<file path="config.mk">
export PLATFORM = sky130hd
export DESIGN_NAME = rom_burst_reader_flat
export DESIGN_NICKNAME = d
export VERILOG_FILES = /design/src/rtl/rom_burst_reader_if.sv /design/src/rtl/rom_burst_reader.sv /design/src/flat_wrapper.sv
export SDC_FILE = /design/constraint.sdc
export NUM_CORES = 1
export LEC_CHECK = 0
export CAP_MARGIN = 20
export CORE_ASPECT_RATIO = 1.4
export CORE_MARGIN = 5
export CORE_UTILIZATION = 55
export CTS_CLUSTER_DIAMETER = 150
export DETAILED_ROUTE_END_ITERATION = 10
export PLACE_DENSITY = 0.85
export SLEW_MARGIN = 15
export SYNTH_ARGS = -nofsm -noshare
export SYNTH_HDL_FRONTEND = slang
export SYNTH_SLANG_ARGS = --single-unit
</file>
<file path="constraint.sdc">
create_clock -name CK -period 4.25 [get_ports CK]
set_clock_uncertainty 0.15 [all_clocks]
set_input_delay 0.85 -clock CK [delete_from_list [all_inputs] [get_ports CK]]
set_output_delay 0.85 -clock CK [all_outputs]
set_load 0.05 [all_outputs]
</file>
<file path="src/rtl/rom_burst_reader_if.sv">
// Bundle of burst request, ROM pin and output stream signals for rom_burst_reader.
// The controller takes the slave side; the requester/ROM/consumer environment takes the master side.
interface rom_burst_reader_if #(
   parameter int AW = 4,
   parameter int DW = 16
);
   logic          START;
   logic [AW-1:0] BASE;
   logic [AW:0]   LEN;
   logic [AW-1:0] ROM_A;
   logic          ROM_OE;
   logic [DW-1:0] ROM_Q;
   logic [DW-1:0] DATA;
   logic          VALID;
   logic          RDY;
   logic          BUSY;
   logic          DONE;
   logic [DW+AW-1:0] SUM;

   modport slave (
      input  START, BASE, LEN, ROM_Q, RDY,
      output ROM_A, ROM_OE, DATA, VALID, BUSY, DONE, SUM
   );

   modport master (
      output START, BASE, LEN, ROM_Q, RDY,
      input  ROM_A, ROM_OE, DATA, VALID, BUSY, DONE, SUM
   );
endinterface

</file>
<file path="src/rtl/rom_burst_reader.sv">
// Burst reader for a synchronous-address ROM: fetches LEN words from BASE into a small
// credit-controlled FIFO, streams them out on VALID/RDY and sums the delivered words.
module rom_burst_reader #(
   parameter int AW    = 4,
   parameter int DW    = 16,
   parameter int DEPTH = 4
) (
   input logic                CK,
   input logic                RST_N,
   rom_burst_reader_if.slave  bus
);
   localparam int PW = $clog2(DEPTH);
   localparam int CW = PW + 1;
   localparam int LW = AW + 1;
   localparam int SW = DW + AW;

   typedef enum logic [1:0] {S_IDLE, S_RUN, S_DONE} state_t;

   state_t        state;
   logic [AW-1:0] addr;
   logic [LW-1:0] rem_issue;
   logic [LW-1:0] len_q;
   logic [LW-1:0] popped;
   logic          in_flight;
   logic [DW-1:0] fifo [DEPTH];
   logic [PW-1:0] wr_ptr;
   logic [PW-1:0] rd_ptr;
   logic [CW-1:0] count;
   logic [SW-1:0] sum;
   logic          busy;
   logic          done;

   logic issue;
   logic push;
   logic pop;
   logic valid;

   // NOTE: every signal is assigned on every pass through this block, so no latch can form.
   always_comb begin
      valid = (count != '0);
      push  = in_flight;
      pop   = valid && bus.RDY;
      // The word in flight already owns a FIFO slot; a same-cycle pop gives no extra credit.
      issue = (state == S_RUN) && (rem_issue != '0)
              && ((count + CW'(in_flight)) < CW'(DEPTH));
   end

   // NOTE: FIFO storage is left unreset; emptiness is tracked by count and DATA is gated by valid.
   always_ff @(posedge CK) begin
      if (push) fifo[wr_ptr] <= bus.ROM_Q;
   end

   // NOTE: state updates use non-blocking assignments so every register sees pre-edge values.
   always_ff @(posedge CK or negedge RST_N) begin
      if (!RST_N) begin
         state     <= S_IDLE;
         addr      <= '0;
         rem_issue <= '0;
         len_q     <= '0;
         popped    <= '0;
         in_flight <= 1'b0;
         wr_ptr    <= '0;
         rd_ptr    <= '0;
         count     <= '0;
         sum       <= '0;
         busy      <= 1'b0;
         done      <= 1'b0;
      end else begin
         done <= 1'b0;

         if (issue) begin
            in_flight <= 1'b1;
            addr      <= addr + 1'b1;
            rem_issue <= rem_issue - 1'b1;
         end else begin
            in_flight <= 1'b0;
         end

         if (push) wr_ptr <= wr_ptr + 1'b1;
         if (pop) begin
            rd_ptr <= rd_ptr + 1'b1;
            sum    <= sum + SW'(bus.DATA);
            popped <= popped + 1'b1;
         end

         case ({push, pop})
            2'b10:   count <= count + 1'b1;
            2'b01:   count <= count - 1'b1;
            default: count <= count;
         endcase

         case (state)
            S_IDLE: begin
               if (bus.START) begin
                  addr      <= bus.BASE;
                  rem_issue <= bus.LEN;
                  len_q     <= bus.LEN;
                  popped    <= '0;
                  sum       <= '0;
                  busy      <= 1'b1;
                  if (bus.LEN == '0) begin
                     state <= S_DONE;
                     done  <= 1'b1;
                  end else begin
                     state <= S_RUN;
                  end
               end
            end
            S_RUN: begin
               if (pop && ((popped + 1'b1) == len_q)) begin
                  state <= S_DONE;
                  done  <= 1'b1;
               end
            end
            S_DONE: begin
               state <= S_IDLE;
               busy  <= 1'b0;
            end
            default: state <= S_IDLE;
         endcase
      end
   end

   assign bus.ROM_A  = addr;
   assign bus.ROM_OE = in_flight;
   assign bus.VALID  = valid;
   assign bus.DATA   = valid ? fifo[rd_ptr] : '0;
   assign bus.BUSY   = busy;
   assign bus.DONE   = done;
   assign bus.SUM    = sum;

   a_no_overflow: assert property (@(posedge CK) disable iff (!RST_N) count <= CW'(DEPTH));
endmodule

</file>
<file path="src/flat_wrapper.sv">
// flat-port wrapper written by rule: the top's interface ports become plain ports
module rom_burst_reader_flat 
#(
   parameter int AW    = 4,
   parameter int DW    = 16,
   parameter int DEPTH = 4
)
  (CK, RST_N, bus_START, bus_BASE, bus_LEN, bus_ROM_Q, bus_RDY, bus_ROM_A, bus_ROM_OE, bus_DATA, bus_VALID, bus_BUSY, bus_DONE, bus_SUM);
  rom_burst_reader_if #(.AW(AW), .DW(DW)) bus_i ();
  input logic CK;
  input logic RST_N;
  input wire logic [$bits(bus_i.START)-1:0] bus_START;
  input wire logic [$bits(bus_i.BASE)-1:0] bus_BASE;
  input wire logic [$bits(bus_i.LEN)-1:0] bus_LEN;
  input wire logic [$bits(bus_i.ROM_Q)-1:0] bus_ROM_Q;
  input wire logic [$bits(bus_i.RDY)-1:0] bus_RDY;
  output wire logic [$bits(bus_i.ROM_A)-1:0] bus_ROM_A;
  output wire logic [$bits(bus_i.ROM_OE)-1:0] bus_ROM_OE;
  output wire logic [$bits(bus_i.DATA)-1:0] bus_DATA;
  output wire logic [$bits(bus_i.VALID)-1:0] bus_VALID;
  output wire logic [$bits(bus_i.BUSY)-1:0] bus_BUSY;
  output wire logic [$bits(bus_i.DONE)-1:0] bus_DONE;
  output wire logic [$bits(bus_i.SUM)-1:0] bus_SUM;
  assign bus_i.START = bus_START;
  assign bus_i.BASE = bus_BASE;
  assign bus_i.LEN = bus_LEN;
  assign bus_i.ROM_Q = bus_ROM_Q;
  assign bus_i.RDY = bus_RDY;
  assign bus_ROM_A = bus_i.ROM_A;
  assign bus_ROM_OE = bus_i.ROM_OE;
  assign bus_DATA = bus_i.DATA;
  assign bus_VALID = bus_i.VALID;
  assign bus_BUSY = bus_i.BUSY;
  assign bus_DONE = bus_i.DONE;
  assign bus_SUM = bus_i.SUM;
  rom_burst_reader #(.AW(AW), .DW(DW), .DEPTH(DEPTH)) u_core (.CK(CK), .RST_N(RST_N), .bus(bus_i));
endmodule
</file>
==> qor.yml <==
clocking:
  cts_tree: "yes"
  numClockSinks: 115
  cts-resized-gates: 0
  cts-htree-levels: 4
  worstSkewPairLatency_ns: 0.42
  cts.clk_slew.worst_paths_ns: 0.05
  cts_setup_buffers: 0
  clockRootBuffer: "clkbuf_16"
  hold_buffers: 0
  tritoncts.num_buffers: 17
  cts_buffer_depth: 2
routing:
  drtIter0Drc: 342
  wl_per_cell_um: 19.0
  ant_nets: 0
  wl_mm: 13.1
  dr.pass1.iters: 6
  vias: 3972
  avgViaCountPerCell: 5.74
  drc: 0
grt:
  grt_max_degree: 52
  first_global_vias: 4090
  grt_pass1_wl_mm: 21.0
  antenna_found_initial: 0
  grt_usage_pct: 22.7
  grt-ovfl-total: 0
timing:
  fin_crit_sh_pct: 89.0
  worst_pin_slew_ns: 0.854
  timing.fmax_mhz: 264
  grt_setup_unrepaired: "no"
  finalCriticalPeriod_ns: 3.78
  hold_viol: 0
  relSlewSlack_pct: 43.1
  finalMaxSlewViolations: 0
  timing.setup.tns_ns: 0
  setup-violations-final: 0
  hold-worst-slack_ns: 0.365
worst_hold_path:
  hp-class: "reg2reg"
yosys:
  synth_cells: 465
  syn_nets: 520
  async_flop_share_pct: 44.3
  synth_seq_area_share_pct: 56.8
  synth.area.top_cells: "edfxtp_1 34%, dfrtp_1 23%, mux4_2 6.4%"
  yosys.area.top_type: "edfxtp_1"
  synth.top_cell.area_share_pct: 34.1
  ys_seq_elements: 115
  synth_area_per_cell_um2: 12.1
  ys_warn_count: 0
  yosysUniqueCellTypes: 54
  syn_area_um2: 5630
  synth_edf_count: 64
  ys.flop_type: "edfxtp_1"
floorplan:
  start_util_pct: 56.6
  die_w_um: 95.5
  die_area_um2: 12400
  die_h_um: 130
  fp.coreArea_um2: 9950
  rows: 43
  ios: 73
critical_path:
  required_ns: 3.25
  critical_path.max_fanout: 7
  end_kind: "output port"
  critical_path_class: "reg2out"
  crit_arrival_ns: 2.78
  critPathLaunchType: "register"
layout:
  diodes: 0
  layout.nets: 599
  drive_above_1_share_pct: 11.7
  syn2layout_area_growth_pct: 25.4
  fin_cells: 692
place:
  hpwlAfterDp_mm: 8.98
  dp_cells: 660
  gp_congestion: 0.853
  numPortBuffers: 72
outcome:
  status: "complete, no violations"
job:
  drv_cap: 0
placed cells by master, fill, tap and decap left out, types with 5 or more instances in the layout:
cell type	instances
a211oi_1	5
o211ai_1	7
dfrtp_1	51
clkdlybuf4s50_1	71
nand2_1	57
nor2b_1	5
o21ai_0	19
edfxtp_1	64
nand2b_1	6
a21oi_1	29
nor3_1	10
buf_4	7
xor2_1	13
nor2_1	24
nand4_1	8
ha_1	24
nand3_1	9
and2_1	22
xnor2_1	15
inv_6	5
clkbuf_16	17
inv_1	12
mux4_2	16
worst paths after layout:
| kind | start | to | slack, ns | cells past startpoint |
|---|---|---|---|---|
| max | u_core.rd_ptr[0] | bus_DATA[5] | 0.47 | 4 |
| min | u_core.len_q[3] | u_core.len_q[3] | 0.36 | 2 |
| max reg2reg | u_core.count[1] | u_core.bus.SUM[12] | 0.70 | 10 |
| min reg2reg | u_core.len_q[3] | u_core.len_q[3] | 0.36 | 2 |
| min in group asynchronous | RST_N | u_core.bus.BUSY | 0.41 | 2 |
| max in group asynchronous | RST_N | u_core.bus.SUM[19] | 3.10 | 2 |
worst max-delay path: stages (launching register included):
cell	delay, ns
dfrtp_1	0.64
buf_4	0.29
mux4_2	0.52
and2_1	0.21
clkdlybuf4s50_1	0.72
per-layer routing:
metal	vias to the layer above	GRT usage, %	part of all wire (%)
met2	114	41.0	55
li1	1863	-	-
met5	-	0	0
met1	1976	25.9	38
met3	19	5.59	4.5
met4	0	7.96	2.1
sequential cells by signal (all words and copies together), names as in the netlist, 2 cells and up:
name,count
u_core.state,2
u_core.bus.ROM_A,4
u_core.count,3
u_core.fifo,64
u_core.rd_ptr,2
u_core.popped,5
u_core.len_q,5
u_core.rem_issue,5
u_core.wr_ptr,2
u_core.bus.SUM,20
cell type report:
cell class / instances / area, um2
Multi-Input combinational cell: 318 / 2300
Inverter: 13 / 48.8
Sequential cell: 115 / 3200
Timing Repair Buffer: 79 / 768
Clock buffer: 20 / 457
Tap cell: 135 / 169
Fill cell: 669 / 2890
Clock inverter: 12 / 121
cell usage after synthesis (2+ instances only):
cell and n:
o21ai_1 3, o21a_1 3, o21bai_1 2, or3_1 4, inv_1 12, o211ai_1 7, mux2i_1 4, o211a_1 3
nand2b_1 6, clkbuf_1 8, nand2_2 2, a211oi_1 5, nor3_1 10, edfxtp_1 64, nor2_1 24, nor2b_1 6
dfrtp_1 51, fa_1 2, nor4_1 2, ha_1 24, nand2_1 57, a31oi_1 2, xor2_1 13, nand3_1 9
and2_1 22, a21o_1 2, mux4_2 16, a211o_1 2, buf_2 8, xnor2_1 15, a21oi_1 29, o21ai_0 19
nand4_1 8
through the flow:
stage	utilization [%]	instance area [um2]	setup slack, ns
4_1_cts	71.0	7060	0.404
5_1_grt	71.0	7060	0.324
2_1_floorplan	-	5630	0.544
6_report	71.0	7060	0.468
3_5_place_dp	65.2	6490	0.755
3_3_place_gp	65.2	6490	0.790
logic make-up (layout without fill, tap and decap cells):
family	Yosys count	in the layout	share of synthesized area [%]
mux	21	21	7.31
compound gates	87	87	9.64
flops	115	115	56.8
fa+ha+maj	26	26	6.04
simple gates	156	156	13.5
buf+inv	32	124	2.40
xor+xnor	28	28	4.35
Power is left out: the tool's default activity adds up to more than one toggle a clock period on the data nets, which glitch-free logic cannot reach.
